### config.mk
export PLATFORM = sky130hd
export DESIGN_NAME = vga_fb_arbiter
export DESIGN_NICKNAME = d
export VERILOG_FILES = /design/src/rtl/vga_fb_pkg.sv /design/src/rtl/vga_fb_write_fifo.sv /design/src/rtl/vga_fb_arbiter.sv
export SDC_FILE = /design/constraint.sdc
export NUM_CORES = 1
export LEC_CHECK = 0
export ABC_AREA = 1
export BUFFER_PORTS_ARGS = -buffer_cell sky130_fd_sc_hd__clkbuf_2
export CAP_MARGIN = 20
export CORE_MARGIN = 10
export CORE_UTILIZATION = 43
export DETAILED_ROUTE_END_ITERATION = 10
export HOLD_SLACK_MARGIN = 0.1
export PLACE_DENSITY = 0.75
export SKIP_CTS_REPAIR_TIMING = 1
export SYNTH_ARGS = -nofsm -noshare
export SYNTH_HDL_FRONTEND = slang
export SYNTH_HIERARCHICAL = 1
export SYNTH_SLANG_ARGS = --single-unit
### constraint.sdc
create_clock -name i_clk -period 5.81 [get_ports i_clk]
set_input_delay 0.581 -clock i_clk [delete_from_list [all_inputs] [get_ports i_clk]]
set_output_delay 0.581 -clock i_clk [all_outputs]
set_load 0.005 [all_outputs]
### src/rtl/vga_fb_pkg.sv
// vga_fb_pkg: shared constants and frame-phase type for the VGA framebuffer arbiter
package vga_fb_pkg;
    localparam int ADDR_W = 16;
    localparam int IMG_W  = 2 << 8;
    localparam int IMG_H  = 2 * 240;
    typedef enum logic [0:0] {ACTIVE, VBLANK} phase_e;
endpackage

### src/rtl/vga_fb_write_fifo.sv
// vga_fb_write_fifo: synchronous FIFO with registered full/empty flags
module vga_fb_write_fifo #(
    parameter int DEPTH_LOG2 = 2,
    parameter int WIDTH      = 24
) (
    input  logic             i_clk,
    input  logic             i_reset_n,
    input  logic             i_push,
    input  logic [WIDTH-1:0] i_data,
    input  logic             i_pop,
    output logic [WIDTH-1:0] o_data,
    output logic             o_empty,
    output logic             o_full
);
    localparam int DEPTH = 1 << DEPTH_LOG2;
    logic [WIDTH-1:0]      mem_q [DEPTH];
    logic [DEPTH_LOG2-1:0] wr_q, rd_q;
    logic [DEPTH_LOG2:0]   cnt_q, cnt_d;
    logic                  empty_q, full_q;
    assign cnt_d   = cnt_q + (DEPTH_LOG2+1)'(i_push) - (DEPTH_LOG2+1)'(i_pop);
    assign o_data  = mem_q[rd_q];
    assign o_empty = empty_q;
    assign o_full  = full_q;
    always_ff @(posedge i_clk) begin
        if (!i_reset_n) begin
            wr_q    <= '0;
            rd_q    <= '0;
            cnt_q   <= '0;
            empty_q <= 1'b1;
            full_q  <= 1'b0;
        end else begin
            if (i_push) begin
                mem_q[wr_q] <= i_data;
                wr_q        <= wr_q + DEPTH_LOG2'(1);
            end
            if (i_pop) rd_q <= rd_q + DEPTH_LOG2'(1);
            cnt_q   <= cnt_d;
            empty_q <= cnt_d == '0;
            full_q  <= cnt_d == (DEPTH_LOG2+1)'(DEPTH);
        end
    end
endmodule

### src/rtl/vga_fb_arbiter.sv
// vga_fb_arbiter: shares one single-port framebuffer between 2x-scaled VGA scanout
// and a FIFO-buffered pixel writer; scanout owns even window columns.
module vga_fb_arbiter
    import vga_fb_pkg::*;
#(
    parameter int                    BIT_DEPTH       = 11,
    parameter int                    X_OFFSET        = 64,
    parameter int                    FB_WIDTH_LOG2   = 8,
    parameter int                    FB_HEIGHT       = 240,
    parameter int                    DATA_WIDTH      = 8,
    parameter int                    FIFO_DEPTH_LOG2 = 2,
    parameter logic [DATA_WIDTH-1:0] BORDER_COLOUR   = 8'h0F
) (
    input  logic                  i_clk,
    input  logic                  i_reset_n,
    input  logic [BIT_DEPTH-1:0]  i_x,
    input  logic [BIT_DEPTH-1:0]  i_y,
    input  logic                  i_visible,
    input  logic                  i_wr_valid,
    output logic                  o_wr_ready,
    input  logic [ADDR_W-1:0]     i_wr_addr,
    input  logic [DATA_WIDTH-1:0] i_wr_data,
    output logic [ADDR_W-1:0]     o_mem_addr,
    output logic                  o_mem_we,
    output logic [DATA_WIDTH-1:0] o_mem_wdata,
    input  logic [DATA_WIDTH-1:0] i_mem_rdata,
    output logic [DATA_WIDTH-1:0] o_pixel,
    output logic                  o_pixel_valid,
    output logic                  o_vblank_start
);
    localparam int WIN_W = 2 << FB_WIDTH_LOG2;
    localparam int WIN_H = 2 * FB_HEIGHT;
    localparam int ENT_W = ADDR_W + DATA_WIDTH;
    logic [BIT_DEPTH-1:0]  xo;
    logic                  in_win, scan, push, pop, fifo_empty, fifo_full;
    logic [ENT_W-1:0]      head;
    logic                  win1_q, scan1_q, valid_q, vbs_q, vbs_d;
    logic [DATA_WIDTH-1:0] pixel_q, pixel_d;
    phase_e                phase_q, phase_d;
    assign xo     = i_x - BIT_DEPTH'(X_OFFSET);
    assign in_win = i_visible && i_x >= BIT_DEPTH'(X_OFFSET) && xo < BIT_DEPTH'(WIN_W)
                 && i_y < BIT_DEPTH'(WIN_H);
    assign scan   = in_win && !xo[0];
    assign push   = i_wr_valid && o_wr_ready;
    assign pop    = !scan && !fifo_empty;
    assign o_wr_ready  = !fifo_full;
    assign o_mem_we    = pop;
    assign o_mem_addr  = scan ? {i_y[FB_WIDTH_LOG2:1], xo[FB_WIDTH_LOG2:1]} : head[ENT_W-1 -: ADDR_W];
    assign o_mem_wdata = head[DATA_WIDTH-1:0];
    assign o_pixel        = pixel_q;
    assign o_pixel_valid  = valid_q;
    assign o_vblank_start = vbs_q;
    vga_fb_write_fifo #(
        .DEPTH_LOG2(FIFO_DEPTH_LOG2),
        .WIDTH     (ENT_W)
    ) u_fifo (
        .i_clk    (i_clk),
        .i_reset_n(i_reset_n),
        .i_push   (push),
        .i_data   ({i_wr_addr, i_wr_data}),
        .i_pop    (pop),
        .o_data   (head),
        .o_empty  (fifo_empty),
        .o_full   (fifo_full)
    );
    // odd window columns repeat the pixel fetched on the preceding even column
    always_comb begin
        pixel_d = !win1_q ? BORDER_COLOUR : scan1_q ? i_mem_rdata : pixel_q;
        phase_d = (phase_q == ACTIVE && i_x == '0 && i_y == BIT_DEPTH'(WIN_H)) ? VBLANK
                : (phase_q == VBLANK && i_x == '0 && i_y == '0) ? ACTIVE : phase_q;
        vbs_d   = phase_q == ACTIVE && phase_d == VBLANK;
    end
    always_ff @(posedge i_clk) begin
        if (!i_reset_n) begin
            win1_q  <= 1'b0;
            scan1_q <= 1'b0;
            valid_q <= 1'b0;
            pixel_q <= BORDER_COLOUR;
            phase_q <= ACTIVE;
            vbs_q   <= 1'b0;
        end else begin
            win1_q  <= in_win;
            scan1_q <= scan;
            valid_q <= win1_q;
            pixel_q <= pixel_d;
            phase_q <= phase_d;
            vbs_q   <= vbs_d;
        end
    end
endmodule

# Word-level counts from Yosys, hierarchy flattened
# Memories as Yosys holds them, arrays and structs flattened. A register that Yosys moved wholly into a read port is not among the register bits.
# Index checks and enable logic that the tools add are counted.
[word_totals]
ramBits = 96
output_inout_bits = 36
rom_bits = 0
latch_bits = 0
reg_bits = 22
n_memories = 1
[memory_table]
columns = ["memory", "words", "word_bits", "rd", "rd_clocked_by_memory_dff", "write_ports", "line_no", "source"]
rows = [
  ["u_fifo.mem_q", 4, 24, 1, 1, 1, "vga_fb_write_fifo.sv:16", "logic [WIDTH-1:0] mem_q [DEPTH];"],
]
[classes]
multipliers = 0
addsub = 5
n_eq_ne = 2
mux = 8
n_lt_le_gt_ge = 3
shift = 0
bitwise = 1
div_mod_pow = 0
reduce_logical = 19
[ops]
columns = ["cell", "n"]
rows = [
  ["11-bit zero test", 2],
  ["16-bit 2-to-1 mux", 1],
  ["11-bit by 9-bit == test with 1-bit output (second input constant)", 1],
  ["11-bit by 7-bit >= comparator with 1-bit output (second input constant)", 1],
  ["1-bit logical AND", 11],
  ["11-bit by 10-bit < comparator with 1-bit output (second input constant)", 1],
  ["11-bit by 9-bit < comparator with 1-bit output (second input constant)", 1],
  ["11-bit by 7-bit subtractor with 11-bit output (second input constant)", 1],
  ["1-bit 2-to-1 mux", 5],
  ["2-bit by 1-bit adder with 2-bit output (second input constant)", 2],
  ["1-bit zero test", 4],
  ["2-bit 2-to-1 mux", 2],
  ["3-bit by 1-bit adder with 3-bit output", 1],
  ["3-bit == test (second input constant)", 1],
  ["3-bit zero test", 1],
  ["3-bit by 1-bit subtractor with 3-bit output", 1],
  ["2-bit AND reduction", 1],
  ["1-bit inverter", 1],
]

# Depth between registers and ports, before layout
[logic_depth]
word_depth = 9
ltp_mapped = 20
mapped_depth_nobuf = 19

# Modules after synthesis
# The synthesis kept the hierarchy.
[modules_own_cells]
columns = ["mod", "instances", "area_per_inst_um2", "cells_per_inst"]
rows = [
  ["vga_fb_write_fifo", 1, 4230.3, 297],
  ["vga_fb_arbiter", 1, 949.7, 156],
]

# Worst setup path before layout
# No wires, ideal clock.
[synth_timing]
path_type = "in2reg"
start = "input port i_x[6]"
end = "register u_fifo.full_q (netlist: u_fifo/o_full)"
slack_ns = 2.954
cell_stages = 18
setup_time_ns = 0.111
arrival_time_ns = 2.746
path_cell_list = "inv_2 ha_1 inv_1 nand2_1 nand3_2 nor2_8 buf_4 a31oi_1 ha_1 inv_1 ha_1 fa_1 inv_1 nand2_1 nand3_1 nand2_1 nand2_1 nor2_1"
[synth_between]
elab_chain_cells = 9
word_cells_on_any_way = 11
classes_between = "add/sub: 2; order compare: 2; eq/ne: 1; reduce/logical: 6"
[synth_lines]
columns = ["element", "line_no", "source"]
rows = [
  ["from (decl)", "vga_fb_arbiter.sv:16", "input logic [BIT_DEPTH-1:0] i_x,"],
  ["11-bit by 7-bit subtractor with 11-bit output / 11-bit by 7-bit >= comparator with 1-bit output (equally long branches)", "vga_fb_arbiter.sv:40, vga_fb_arbiter.sv:41", ""],
  ["11-bit by 10-bit < comparator with 1-bit output / 1-bit logical AND (equally long branches)", "vga_fb_arbiter.sv:41", "assign in_win = i_visible && i_x >= BIT_DEPTH'(X_OFFSET) && xo < BIT_DEPTH'(WIN_W)"],
  ["1-bit logical AND *", "vga_fb_arbiter.sv:41", ""],
  ["1-bit logical AND *", "vga_fb_arbiter.sv:42", "&& i_y < BIT_DEPTH'(WIN_H);"],
  ["1-bit logical AND *", "vga_fb_arbiter.sv:43", "assign scan = in_win && !xo[0];"],
  ["1-bit zero test *", "vga_fb_arbiter.sv:45", "assign pop = !scan && !fifo_empty;"],
  ["1-bit logical AND *", "vga_fb_arbiter.sv:45", ""],
  ["named net o_mem_we", "vga_fb_arbiter.sv:24", "output logic o_mem_we,"],
  ["3-bit by 1-bit subtractor with 3-bit output *", "vga_fb_write_fifo.sv:20", "assign cnt_d = cnt_q + (DEPTH_LOG2+1)'(i_push) - (DEPTH_LOG2+1)'(i_pop);"],
  ["3-bit == test *", "vga_fb_write_fifo.sv:39", "full_q <= cnt_d == (DEPTH_LOG2+1)'(DEPTH);"],
  ["to (signal assigned)", "vga_fb_write_fifo.sv:39", ""],
  ["to (decl)", "vga_fb_write_fifo.sv:19", "logic empty_q, full_q;"],
]
# Mark *: on every way through the listed nets, which the timed path passes. The rest lies on a longest branch.
# A chain may end at the register's enable or synchronous reset.

==> flow_summary_export.csv <==
group,metric,value,unit
logic_synthesis,seq_area_frac_synth,64.9,%
worst_setup_path,rrSetupSlack,3.89,ns
detailed_routing,avgRoutedWirePerCell,16.4,um
min_path,hold_class,"input port to flip-flop",
clock_network,clock_path_buffers,2,
placed_design,dpl.hpwl,7.69,mm
sta,fin_ws,2.70,ns
worst_setup_path,crit_path_end_kind,"primary output",
detailed_routing,ant_nets,0,
clock_network,root_buffer,"clkbuf_16",
layout,final_cell_mix,"edfxtp_1, clkbuf_2, nand2_1, o21ai_0, nor2_1",
worst_setup_path,cp_top_family,"buffers and inverters",
floorplanning,coreArea,0.0119,sq mm
logic_synthesis,syn_avg_cell_area,11.4,sq um
floorplanning,num_rows,40,
placed_design,gp_congestion,0.815,
global_route,grt_max_degree,50,
floorplanning,start_util,43.5,%
sta,setup_viol,0,
worst_setup_path,crit_chain,"buf_4 -> inv_2 -> o21ai_0 -> o22ai_2 -> nand2_1 -> nand2_1 -> clkbuf_2",
worst_setup_path,critPathMaxFanout,49,
global_route,groute.usage.overall,14.1,%
clock_network,clk_pin_slew,0.05,ns
clock_network,cts_made_buffers,17,
placed_design,pre_cts_slack,2.67,ns
floorplanning,die_area,0.0168,sq mm
power,peakVddDrop,0.192,mV
worst_setup_path,ff2ff_path_depth,12,
sta,tightest_slew,0.982,ns
power,powerDensity,443,mW/mm^2
floorplanning,die_w,130,um
detailed_routing,highest_layer,"met4",
detailed_routing,first_pass_iters,5,
global_route,grt_pass1_vias,3720,
global_route,grt_pass1_wl,18.2,mm
sta,finalWorstPathRequiredPeriod,3.11,ns
min_path,min_from,"i_wr_data[1]",
layout,nets,617,
detailed_routing,met1_length,4.69,mm
layout,final_area,0.00638,sq mm
logic_synthesis,ys_types,31,
sta,grt_setup_unrepaired,"no",
clock_network,clock_latency,0.41,ns
outcome,outcome,"completed",
worst_setup_path,r2r-start,"u_fifo/o_empty$_SDFF_PN1_",
layout,final_common_cell,"edfxtp_1",
detailed_routing,dr_wl_met2,5.83,mm
power,total_power,2.83,mW
worst_setup_path,arrival,2.53,ns
layout,antennaDiodeCount,0,
floorplanning,die_h,130,um
sta,fin_tns_setup,0,ns
sta,drv_slew,0,
layout,final_layout_size_suffix_gt1_share,32.6,%
clock_network,htree_levels,4,
clock_network,cts_sinks,120,
logic_synthesis,postSynthCellCount,453,
sta,fmax,321,MHz
detailed_routing,drt_iter0_drc,219,
global_route,antenna_found_initial,0,
sta,finClkSkew,0.0139,ns
logic_synthesis,ys_ff_latch,120,
global_route,overflow,0,
layout,final_util,53.6,%
worst_setup_path,cpPeakStageDelay,0.78,ns
placed_design,dpl_cell_area,0.00575,sq mm
logic_synthesis,ys_warn_count,6,
worst_setup_path,r2r-end,"u_fifo/o_full$_SDFF_PN0_",
detailed_routing,remaining_drc_errors,0,
worst_setup_path,critical_path_class,"flip-flop to primary output",
power,leakage,2.59,nW
worst_setup_path,setup.worst_path.start_class,"flip-flop",
sta,timing.final.crit_share,53.6,%
detailed_routing,viasPerCell,5.07,
min_path,hold_end,"u_fifo/mem_q[0][1]$_DFFE_PP_",
worst_setup_path,crit_required,5.23,ns
sta,relSlewSlack,34.4,%
worst_setup_path,crit_top_cell,"nand2_1",
detailed_routing,drt-total-wl,11.6,mm
worst_setup_path,cp_num_buf_inv,3,
detailed_routing,dr_wl_met3,970,um
sta,hold_viol,0,
logic_synthesis,synth_nets,520,
run,maxCapViolations,0,
min_path,hold_path_depth,1,
detailed_routing,dr_total_vias,3595,
clock_network,cts_tree,"done",
worst_setup_path,slowest_stage,"inv_2",
floorplanning,ios,94,
logic_synthesis,netlist_area,0.00518,sq mm
placed_design,numPortBuffers,93,
layout,areaGrowthSynthToFinish,23.2,%
-- metrics by stage --
stage | instances | hold slack (ns)
2_1_floorplan | 453 | 0.412
3_3_place_gp | 678 | 0.425
3_5_place_dp | 678 | 0.439
4_1_cts | 709 | 0.382
5_1_grt | 709 | 0.382
6_report | 709 | 0.392
-- flip-flops by register name, indices dropped and copies added, names as in the netlist, 2 cells and up, named ones only --
register      flops
u_fifo/cnt_q      3
o_pixel           8
u_fifo/rd_q       2
u_fifo/wr_q       2
u_fifo/mem_q     96
-- logic make-up after synthesis --
logic type / after synthesis / share of synthesized area, %
buf+inv: 59 / 5.36
simple gates: 179 / 15.9
compound gates: 85 / 11.3
fa+ha+maj: 9 / 2.32
xor+xnor: 1 / 0.169
flops: 120 / 64.9
-- worst max path at each step --
| stage | startpoint | cells past startpoint | slack (ns) | endpoint |
|---|---|---|---|---|
| 2_1_floorplan | i_x[6] | 18 | 2.95 | u_fifo/o_full$_SDFF_PN0_ |
| 3_3_place_gp | i_x[6] | 19 | 2.82 | u_fifo/o_full$_SDFF_PN0_ |
| 3_5_place_dp | i_x[6] | 19 | 2.67 | u_fifo/o_full$_SDFF_PN0_ |
| 4_1_cts | flip-flop | 7 | 2.69 | o_mem_addr[3] |
| 5_1_grt | flip-flop | 7 | 2.54 | o_mem_addr[11] |
| 6_report | flip-flop | 7 | 2.70 | o_mem_addr[9] |
-- Yosys cell counts (all sizes together) --
cell | instances | area share, %
edfxtp | 96 | 56
nand2 | 74 | 5.4
nor2 | 74 | 6.7
o21ai | 53 | 5.2
inv | 38 | 2.8
dfxtp | 24 | 9.3
o22ai | 24 | 5.3
buf | 17 | 2.3
nand4 | 17 | 2.1
nand3 | 11 | 1.4
ha | 8 | 1.9
a21oi | 7 | 0.68
clkbuf | 3 | 0.22
a31oi | 1 | 0.12
clkinv | 1 | 0.072
fa | 1 | 0.39
nand3b | 1 | 0.14
nor3 | 1 | 0.097
or2 | 1 | 0.12
xor2 | 1 | 0.17
-- layer usage --
metal / vias to the layer above / GRT usage, %
met1: 1692 / 15.9
met4: 0 / 6.22
met5: - / 0
met3: 10 / 5.19
met2: 119 / 23.5
li1: 1774 / -
-- area by class of cell --
class | count | area (sq um)
fill | 991 | 5530
clock inverter | 12 | 200
multi-input combinational | 274 | 1550
inverter | 39 | 149
sequential | 120 | 3360
clock buffer | 19 | 433
timing repair buffer | 98 | 503
tap | 147 | 184
-- where the power goes --
group / leakage (nW) / internal, mW / total [mW] / switching [mW]
clock network: 0.301 / 0.758 / 1.11 / 0.351
registers: 1.07 / 1.01 / 1.04 / 0.0357
logic: 1.22 / 0.247 / 0.678 / 0.430
No activity file was read; power rests on OpenSTA's default activity.
